<file path="src/rtl/cpu_core_p.sv">
// cpu_core_p: parametrised FT/DC/EX/WB multicycle core with external instruction memory.
module cpu_core_p #(
    parameter int DATA_W = 16,
    parameter int NREG   = 8,
    parameter int RA_W   = 3,
    parameter int PC_W   = 8,
    parameter int INST_W = 15
) (
    input  logic              clk,
    input  logic              reset,
    input  logic              run,
    output logic [PC_W-1:0]   imem_addr,
    input  logic [INST_W-1:0] imem_data,
    output logic [3:0]        phase,
    output logic [PC_W-1:0]   pc,
    output logic              retire,
    output logic              halted,
    input  logic [RA_W-1:0]   dbg_sel,
    output logic [DATA_W-1:0] dbg_data
);
    typedef enum logic [2:0] {FT, DC, EX, WB, HALT} state_t;
    state_t state;
    logic [INST_W-1:0] ir;
    logic [DATA_W-1:0] a, b, result, alu;
    logic [DATA_W-1:0] regs [NREG];
    logic [PC_W-1:0] next_pc, npc;
    logic [3:0] op;
    logic [RA_W-1:0] ra, d_ra, d_rb;
    logic [7:0] imm;
    assign op = ir[INST_W-1 -: 4];
    assign ra = ir[7+RA_W -: RA_W];
    assign imm = ir[7:0];
    assign d_ra = imem_data[7+RA_W -: RA_W];
    assign d_rb = imem_data[7 -: RA_W];
    assign imem_addr = pc;
    assign dbg_data = regs[dbg_sel];
    always_comb begin
        alu = op == 4'd0 ? b :
              op == 4'd1 ? a + b :
              op == 4'd2 ? a - b :
              op == 4'd3 ? {a[DATA_W-1:8], imm} :
              op == 4'd4 ? (a & ~DATA_W'(16'hFF00)) | DATA_W'({imm, 8'h00}) :
              op == 4'd5 ? a & b : a | b;
        npc = op == 4'd7 || (op == 4'd8 && a != '0) ? imm[PC_W-1:0] :
              op == 4'hF ? pc : pc + 1'b1;
    end
    always_ff @(posedge clk) begin
        if (reset) begin
            state <= FT;
            pc <= '0;
            ir <= '0;
            a <= '0;
            b <= '0;
            result <= '0;
            next_pc <= '0;
            retire <= 1'b0;
            halted <= 1'b0;
            phase <= 4'b0001;
            for (int i = 0; i < NREG; i++) regs[i] <= '0;
        end else begin
            case (state)
                FT: if (run) begin
                    state <= DC;
                    phase <= 4'b0010;
                end
                DC: begin
                    ir <= imem_data;
                    a <= regs[d_ra];
                    b <= regs[d_rb];
                    state <= EX;
                    phase <= 4'b0100;
                end
                EX: begin
                    result <= alu;
                    next_pc <= npc;
                    retire <= 1'b1;
                    state <= WB;
                    phase <= 4'b1000;
                end
                WB: begin
                    if (op <= 4'd6) regs[ra] <= result;
                    pc <= next_pc;
                    retire <= 1'b0;
                    state <= op == 4'hF ? HALT : FT;
                    halted <= op == 4'hF;
                    phase <= op == 4'hF ? 4'b0000 : 4'b0001;
                end
                default: ;
            endcase
        end
    end
endmodule

</file>
<file path="config.mk">
export PLATFORM = sky130hd
export DESIGN_NAME = cpu_core_p
export DESIGN_NICKNAME = d
export VERILOG_FILES = /design/src/rtl/cpu_core_p.sv
export SDC_FILE = /design/constraint.sdc
export NUM_CORES = 1
export LEC_CHECK = 0
export BUFFER_PORTS_ARGS = -buffer_cell sky130_fd_sc_hd__buf_2
export CORE_ASPECT_RATIO = 1.2
export CORE_MARGIN = 5
export CORE_UTILIZATION = 63
export DETAILED_ROUTE_END_ITERATION = 10
export MAX_ROUTING_LAYER = met4
export PLACE_DENSITY = 0.8
export REMOVE_ABC_BUFFERS = 1
export SLEW_MARGIN = 20
export SYNTH_ARGS = -nofsm -noshare
export SYNTH_HDL_FRONTEND = slang
export SYNTH_SLANG_ARGS = --single-unit
</file>
<file path="constraint.sdc">
create_clock -name clk -period 3.8 [get_ports clk]
set_input_delay 0.38 -clock clk [delete_from_list [all_inputs] [get_ports clk]]
set_output_delay 0.38 -clock clk [all_outputs]
set_load 0.02 [all_outputs]
</file>
**After elaboration in Yosys (flattened, before gate mapping)**

Memories as Yosys holds them, arrays and structs flattened. A register that Yosys moved wholly into a read port is not among the register bits.
Cells that the tools add are included.

- Word-level logic and storage cells: 61
- Output and inout port bits: 38
- Memories: 1
- Input bits: 21
- Bits in writable memories: 128
- Bits in registers: 56

- Equality and inequality tests: 12
- Add/subtract/negate cells: 3
- Magnitude comparators: 1
- Reductions and logical operators: 9
- Mux-type cells: 24
- Bitwise gates (word level): 3

Memories:

| name | words | bits a word | read ports | clocked after Yosys merged registers in | wr ports | line | text |
|---|---|---|---|---|---|---|---|
| regs | 8 | 16 | 3 | 2 | 8 | 25 | `logic [DATA_W-1:0] regs [NREG];` |

Operators by type and width:

| cell | number |
|---|---|
| 16-bit two-way mux | 7 |
| 16-bit adder | 1 |
| 16-bit bitwise AND | 1 |
| 8-bit two-way mux | 2 |
| 16-bit bitwise OR | 1 |
| 8-bit by 16-bit bitwise OR with 16-bit output | 1 |
| 4-bit case mux with 4 select lines | 1 |
| 16-bit nonzero test | 1 |
| 16-bit OR reduction | 1 |
| 16-bit subtractor | 1 |
| 4-bit by 3-bit == test with 1-bit output (second input constant) | 3 |
| 3-bit case mux with 4 select lines | 1 |
| 3-bit two-way mux | 3 |
| 8-bit by 1-bit adder with 8-bit output (second input constant) | 1 |
| 4-bit by 2-bit == test with 1-bit output (second input constant) | 2 |
| 4-bit == test (second input constant) | 2 |
| 1-bit two-way mux | 8 |
| 3-bit by 2-bit == test with 1-bit output (second input constant) | 2 |
| 4-bit by 1-bit == test with 1-bit output (second input constant) | 1 |
| 4-bit by 3-bit <= comparator with 1-bit output (second input constant) | 1 |
| 4-bit logical NOT | 1 |
| 4-bit two-way mux | 1 |
| 4-bit nonzero test | 1 |
| 3-bit by 1-bit == test with 1-bit output (second input constant) | 1 |
| 7 further kinds | 7 |

**Logic depth before layout (Yosys ltp)**

Gate-level depths: netlist of the first run.

- Word-level depth: 7
- Mapped depth: 10
- Gate-level depth less buffers: 10

**Least setup slack after synthesis of the first run**

No wires, ideal clock.

- Path type: register to register
- Start point: register ir[12]
- End point: memory regs[2][0], enable pin
- Data required time: 3389 ps
- Library setup time: 411 ps
- Stages on the path, launching flop included: 5
- Arrival: 2384 ps
- Path slack: 1005 ps
- Path buffers: 0
- Period minus slack after synthesis: 2795 ps
- Path through: dfxtp_1 > and2_1 > a2111oi_2 > nand2b_1 > o21ai_0

RTL lines:

| what | line | text |
|---|---|---|
| start, declared | 23 | `logic [INST_W-1:0] ir;` |
| start signal, assigned | 67 | `ir <= imem_data;` |
| end, declared | 25 |  |

==> flow_summary.yaml, run 1 <==
outcome:
  status: "completed"
clock_network:
  clockRootBuffer: "clkbuf_16"
  hold_buffers: 0
  cts_made_buffers: 24
  cts-resized-gates: 0
  cts_tree: "built"
  clk_path_buf_depth: 3
  h-tree-depth: 1
  cts_setup_buffers: 0
  clk_latency_ns: 0.54
  clock-sinks: 216
  clk_pin_slew_ns: 0.06
drt:
  num_vias: 10978
  firstDrtPassIters: 6
  drc: 0
  wl_mm: 41.0
  antenna_left: 0
  drtIter0Drc: 1263
  post_drt_wl_per_cell_um: 25.7
  viasPerCell: 6.87
global_routing:
  overflow: 0
  grt_max_degree: 79
  antenna_found_initial: 0
  grt_pass1_vias: 10962
  grt_pass1_wl_mm: 63.6
  grt_use_total_pct: 32.9
floorplanning:
  fp.coreArea_mm2: 0.0217
  fp.dieH_um: 173
  die-area_mm2: 0.0251
  num_io_pins: 59
  initial_core_util_pct: 64.0
  die_w_um: 146
  num_rows: 59
logic_synthesis:
  ys_seq_elements: 216
  seq_area_frac_synth_pct: 40.4
  syn_area_per_cell_um2: 10.7
  yosysTopAreaCellShare_pct: 27.7
  synth_warnings: 0
  yosys-top-cells-area: "edfxtp_1, mux4_2, dfxtp_1"
  synth_edf_count: 128
  synthArstFlopShare_pct: 0
  synth_area_mm2: 0.0139
  postSynthCellCount: 1295
  ys_types: 79
  synth_top_area_cell: "edfxtp_1"
  synth_ff_type: "edfxtp_1"
sta:
  timing.final.crit_share_pct: 80.5
  slew_viol_final: 0
  final.setup.tns_ns: 0
  rsz0062_at_grt: "no"
  fin_worst_skew_ns: 0.0260
  final_hold_viol_count: 0
  fmax_mhz: 327
  slew_headroom_pct: 15.1
  whs_ns: 0.0846
  setup_viol: 0
  finalCriticalPeriod_ns: 3.06
  tightest_slew_ns: 1.26
finish:
  syn_to_final_growth_pct: 8.87
  fin_nets: 1377
  fillers: 1588
  n_antenna_cell: 0
  drive_gt1_share_pct: 21.0
worst_setup_path:
  crit_type: "reg -> reg"
  crit_required_ns: 3.96
  rr_startpoint: "state[1]"
  arrival_ns: 3.22
  crit_path_start_kind: "register"
  end_kind: "register"
  path_max_fanout: 17
  crit_start: "state[1]"
placed_design:
  portBuffers: 58
  routabilityCongestion: 0.977
  place_hpwl_mm: 28.3
power_and_ir_drop:
  power_density_mw_per_mm2: 436
  p_leak_nw: 5.69
  vdd_drop_max_mv: 0.532
min_path:
  hold_class: "in -> reg"
  min-delay-start: "imem_data[0]"
run:
  max_cap_violations: 0
logic make-up (layout without fill, tap and decap cells):
group                    count (synthesis)  after routing  synth area share, %
multiplexers                           152            152                 19.8
adder cells (fa/ha/maj)                 50             50                 4.61
buffers and inverters                  152            181                 4.70
AO/OA/AOI/OAI                          278            278                 13.4
flip-flops                             216            216                 40.4
AND/OR/NAND/NOR                        423            423                 15.7
XOR/XNOR                                24             24                 1.51
metrics by stage:
stage               instances  utilization (%)  total power [mW]  worst slack [ns]  instance area (um2)
global placement         1554             66.0              4.26             0.909                14300
CTS                      1598             69.6              6.57             0.734                15100
floorplan                1188                -              3.76             0.383                13400
global route             1598             69.6              6.83             0.491                15100
detailed placement       1554             66.0              4.29             0.780                14300
finish                   1598             69.6              6.59             0.740                15100
cells in the mapped netlist (7+ instances only):
library cell	count
a211oi_1	50
dfxtp_1	88
xor2_1	10
buf_2	23
ha_1	48
edfxtp_1	128
nor4_1	10
nor2b_1	9
o22ai_1	8
xnor2_1	14
and2_1	132
nor2_1	108
a31oi_1	8
o221ai_1	9
or2_2	7
or3_1	8
inv_1	44
nand2_1	89
nor3_1	14
mux4_2	96
o21ai_0	38
buf_4	12
o211ai_1	9
mux2_2	17
a21oi_1	87
mux2i_1	39
nand2b_1	12
clkbuf_1	65
worst max-delay path, cell delays in order, from the launching register on:
cell       delay [ns]
dfxtp_1          0.46
and2b_1          0.23
nand2_1          0.27
a2111oi_2        0.48
nand2b_1         0.35
nor3_2           0.21
buf_4            0.24
or2_2            0.43
registers in the layout, indices dropped and copies added, names as in the netlist, 3 cells and up:
register / flops
b: 16
phase: 4
next_pc: 8
imem_addr: 8
a: 16
ir: 15
regs: 128
state: 3
result: 16
cell type report:
| cell class | instances | area, um2 | area share (%) |
|---|---|---|---|
| flip-flops and latches | 216 | 5610 | 37.1 |
| well taps | 274 | 343 | 2.27 |
| clock inverters | 18 | 175 | 1.16 |
| inverters | 45 | 169 | 1.12 |
| repair buffers | 92 | 558 | 3.69 |
| multi-input cells | 927 | 7660 | 50.7 |
| clock buffers | 26 | 608 | 4.02 |
power breakdown:
| group | leakage (nW) | total [mW] | switching, mW | internal [mW] |
|---|---|---|---|---|
| Sequential | 2.04 | 2.78 | 0.183 | 2.60 |
| Combinational | 3.28 | 1.50 | 0.895 | 0.608 |
| Clock | 0.365 | 2.30 | 0.992 | 1.31 |
final timing paths:
kind / slack, ns / to / cells past startpoint
setup / recovery: 0.74 / regs[0][12] / 7
hold / removal: 0.08 / ir[0] / 3
setup reg to reg: 0.74 / regs[0][12] / 7
hold reg to reg: 0.45 / imem_addr[3] / 2
layer usage:
layer / global-route usage (%) / vias to the layer above / wire, um
li1: - / 4856 / -
met1: 40.7 / 5329 / 15100
met2: 54.3 / 647 / 20400
met3: 4.21 / 146 / 3370
met4: 14.7 / 0 / 2150
met5: - / - / 0
layout by cell type, fill, tap and decap left out, types with 9 or more instances in the layout:
cell and count:
buf_2 58, xnor2_1 14, xor2_1 10, nor4_1 10, a21oi_1 87, mux4_2 96
mux2_2 17, o221ai_1 9, inv_1 44, edfxtp_1 128, clkbuf_16 24, a211oi_1 50
nand2_1 89, o211ai_1 9, and2_1 132, dfxtp_1 88, mux2i_1 39, nor2b_1 9
buf_4 33, nand2b_1 12, o21ai_0 32, ha_1 48, nor2_1 107, nor3_1 14
No activity file was read; power rests on OpenSTA's default activity.
==> inputs of run 2 (changes only) <==
--- a/config.mk
+++ b/config.mk
@@ -5,13 +5,14 @@
 export SDC_FILE = /design/constraint.sdc
 export NUM_CORES = 1
 export LEC_CHECK = 0
+export ABC_AREA = 1
 export BUFFER_PORTS_ARGS = -buffer_cell sky130_fd_sc_hd__buf_2
 export CORE_ASPECT_RATIO = 1.2
 export CORE_MARGIN = 5
-export CORE_UTILIZATION = 63
+export CORE_UTILIZATION = 57
 export DETAILED_ROUTE_END_ITERATION = 10
 export MAX_ROUTING_LAYER = met4
-export PLACE_DENSITY = 0.8
+export PLACE_DENSITY = 0.76
 export REMOVE_ABC_BUFFERS = 1
 export SLEW_MARGIN = 20
 export SYNTH_ARGS = -nofsm -noshare
==> constraint.sdc (replaced) <==
create_clock -name clk -period 2.45 [get_ports clk]
set_input_delay 0.245 -clock clk [delete_from_list [all_inputs] [get_ports clk]]
set_output_delay 0.245 -clock clk [all_outputs]
set_load 0.02 [all_outputs]
==> flow_summary.yaml, run 2 <==
outcome:
  status: "completed"
logic_synthesis:
  syn_area_per_cell_um2: 7.22
  yosysMostFrequentCell: "o21ai_0"
  seq_area_frac_synth_pct: 39.8
  synth-xor-area-share_pct: 0.683
  synth_ff_type: "edfxtp_1"
  synth_top_area_cell: "edfxtp_1"
  ys_top_cells_by_count: "o21ai_0, nor2_1, nand2_1, inv_1, a21oi_1"
  yosysTopAreaCellShare_pct: 27.3
  synth_warnings: 0
  postSynthCellCount: 1954
  synth_area_mm2: 0.0141
  yosys-top-cells-area: "edfxtp_1, dfxtp_1, o21ai_0"
  synth-simple-area-share_pct: 20.9
  synthArstFlopShare_pct: 0
  synth_top_family_by_area: "compound AO/OA/AOI/OAI gates"
  synth_mux_area_share_pct: 0
  ys_types: 43
  synth_edf_count: 128
  synth_compound_gate_area_share_pct: 24.0
  ys_seq_elements: 216
  synthAdderAreaFrac_pct: 4.54
sta:
  slew_headroom_pct: 57.3
  finalCriticalPeriod_ns: 2.38
  slew_viol_final: 0
  fin_ws_ns: 0.0665
  final_hold_viol_count: 0
  whs_ns: 0.0264
  tightest_slew_ns: 0.640
  fin_worst_skew_ns: 0.0215
  final.setup.tns_ns: 0
  fmax_mhz: 420
  setup_viol: 0
  rsz0062_at_grt: "no"
  timing.final.crit_share_pct: 97.3
min_path:
  whs_path_depth: 3
  min-delay-start: "imem_data[1]"
  hold_class: "in -> reg"
clock_network:
  cts_setup_buffers: 0
  cts_made_buffers: 22
  clk_pin_slew_ns: 0.06
  clock-sinks: 216
  clk_path_buf_depth: 3
  cts_tree: "built"
  clockRootBuffer: "clkbuf_16"
  h-tree-depth: 1
  clk_latency_ns: 0.53
placed_design:
  pre_cts_slack_ns: 0.128
  routabilityCongestion: 0.978
  portBuffers: 58
  place_hpwl_mm: 35.2
drt:
  firstDrtPassIters: 6
  num_vias: 13966
  viasPerCell: 5.95
  drtIter0Drc: 1806
  wl_mm: 46.6
  antenna_left: 0
  drc: 0
  post_drt_wl_per_cell_um: 19.8
power_and_ir_drop:
  internal_power_mw: 6.68
  vdd_drop_max_mv: 0.700
  swShare_pct: 33.2
  power_density_mw_per_mm2: 636
  p_leak_nw: 6.68
  seqPwrFrac_pct: 41.9
  power_switching_mw: 3.33
  clock_power_share_pct: 32.0
  p_comb_share_pct: 26.1
global_routing:
  grt_pass1_wl_mm: 73.5
  antenna_found_initial: 0
  grt_max_degree: 86
  grt_use_total_pct: 33.6
  grt_pass1_vias: 13062
  overflow: 0
worst_setup_path:
  rr_startpoint: "ir[13]"
  crit_type: "reg -> reg"
  crit_path_start_kind: "register"
  path_max_fanout: 8
  rr_worst_depth: 12
  crit_required_ns: 2.82
  arrival_ns: 2.76
  end_kind: "register"
  crit_start: "ir[13]"
finish:
  max_flop_register: "regs"
  fillers: 2200
  final_common_cell: "o21ai_0"
  final_cell_mix: "o21ai_0, nor2_1, nand2_1"
  syn_to_final_growth_pct: 11.6
  drive_gt1_share_pct: 11.3
  fin_nets: 2081
  largest_reg_flops: 128
  n_antenna_cell: 0
run:
  max_cap_violations: 0
floorplanning:
  die_w_um: 154
  initial_core_util_pct: 57.5
  num_rows: 63
  fp.coreArea_mm2: 0.0245
  fp.dieH_um: 182
  num_io_pins: 59
  die-area_mm2: 0.0280
run 2: cell types whose count changed after synthesis, moves of 39 or more:
| cell | delta |
|---|---|
| a211oi_1 | -44 |
| a21oi_1 | +53 |
| and2_1 | -129 |
| inv_1 | +165 |
| mux2i_1 | -39 |
| mux4_2 | -96 |
| nand2_1 | +219 |
| nand3_1 | +45 |
| nor2_1 | +213 |
| o21ai_0 | +303 |
run 2: critical path, cell delays in order (launching register included):
cell,delay [ns]
dfxtp_1,0.34
inv_2,0.09
nor2_1,0.26
nand2_1,0.12
inv_1,0.26
buf_4,0.22
a21oi_1,0.05
o21ai_0,0.07
o21ai_0,0.10
o21ai_0,0.32
nand2_1,0.09
o211ai_1,0.18
a21oi_1,0.14
run 2: path summary, 6_finish.rpt:
kind               end  slack [ns]
max          result[3]        0.07
min              ir[1]        0.03
max reg2reg  result[3]        0.07
min reg2reg   phase[0]        0.44
run 2: layout make-up:
class	instances	area (um2)	area share, %
Clock buffer	30	601	3.82
Multi-Input combinational cell	1395	7120	45.2
Clock inverter	8	72.6	0.461
Inverter	221	830	5.27
Sequential cell	216	5610	35.6
Timing Repair Buffer	154	1100	7.00
Tap cell	325	407	2.58
run 2: repair_timing:
item / CTS / global route
setup endpoints to repair: 0 / 9
gates resized for setup: 0 / 18
hold buffers: 1 / 0
endpoints found under the hold margin: 1 / 0
run 2: kinds of logic (layout without fill, tap and decap cells):
group / Yosys count / after routing
compound gates: 616 / 616
xor+xnor: 11 / 11
fa+ha+maj: 50 / 50
buf+inv: 343 / 413
flops: 216 / 216
simple gates: 718 / 718
run 2: power by group through the flow:
stage | Combinational [mW] | Sequential [mW] | Clock [mW]
global placement | 2.52 | 4.25 | 0
CTS | 2.55 | 4.18 | 3.24
finish | 2.62 | 4.19 | 3.20
floorplan | 1.53 | 4.23 | 0
detailed placement | 2.53 | 4.26 | 0
global route | 2.87 | 4.21 | 3.37
run 2: layer usage:
metal / routed length (um) / global-route usage (%)
met5: 0 / -
met1: 18500 / 42.6
met2: 22700 / 57.2
met3: 3700 / 3.06
met4: 1700 / 10.5
run 2: through the flow:
step	utilization [%]	cell area, um2	power (mW)	cells
finish	64.2	15700	10.0	2349
global placement	61.2	15000	6.77	2310
global route	64.2	15700	10.5	2349
floorplan	-	13500	5.76	1832
detailed placement	61.2	15000	6.79	2310
CTS	64.0	15700	9.98	2349
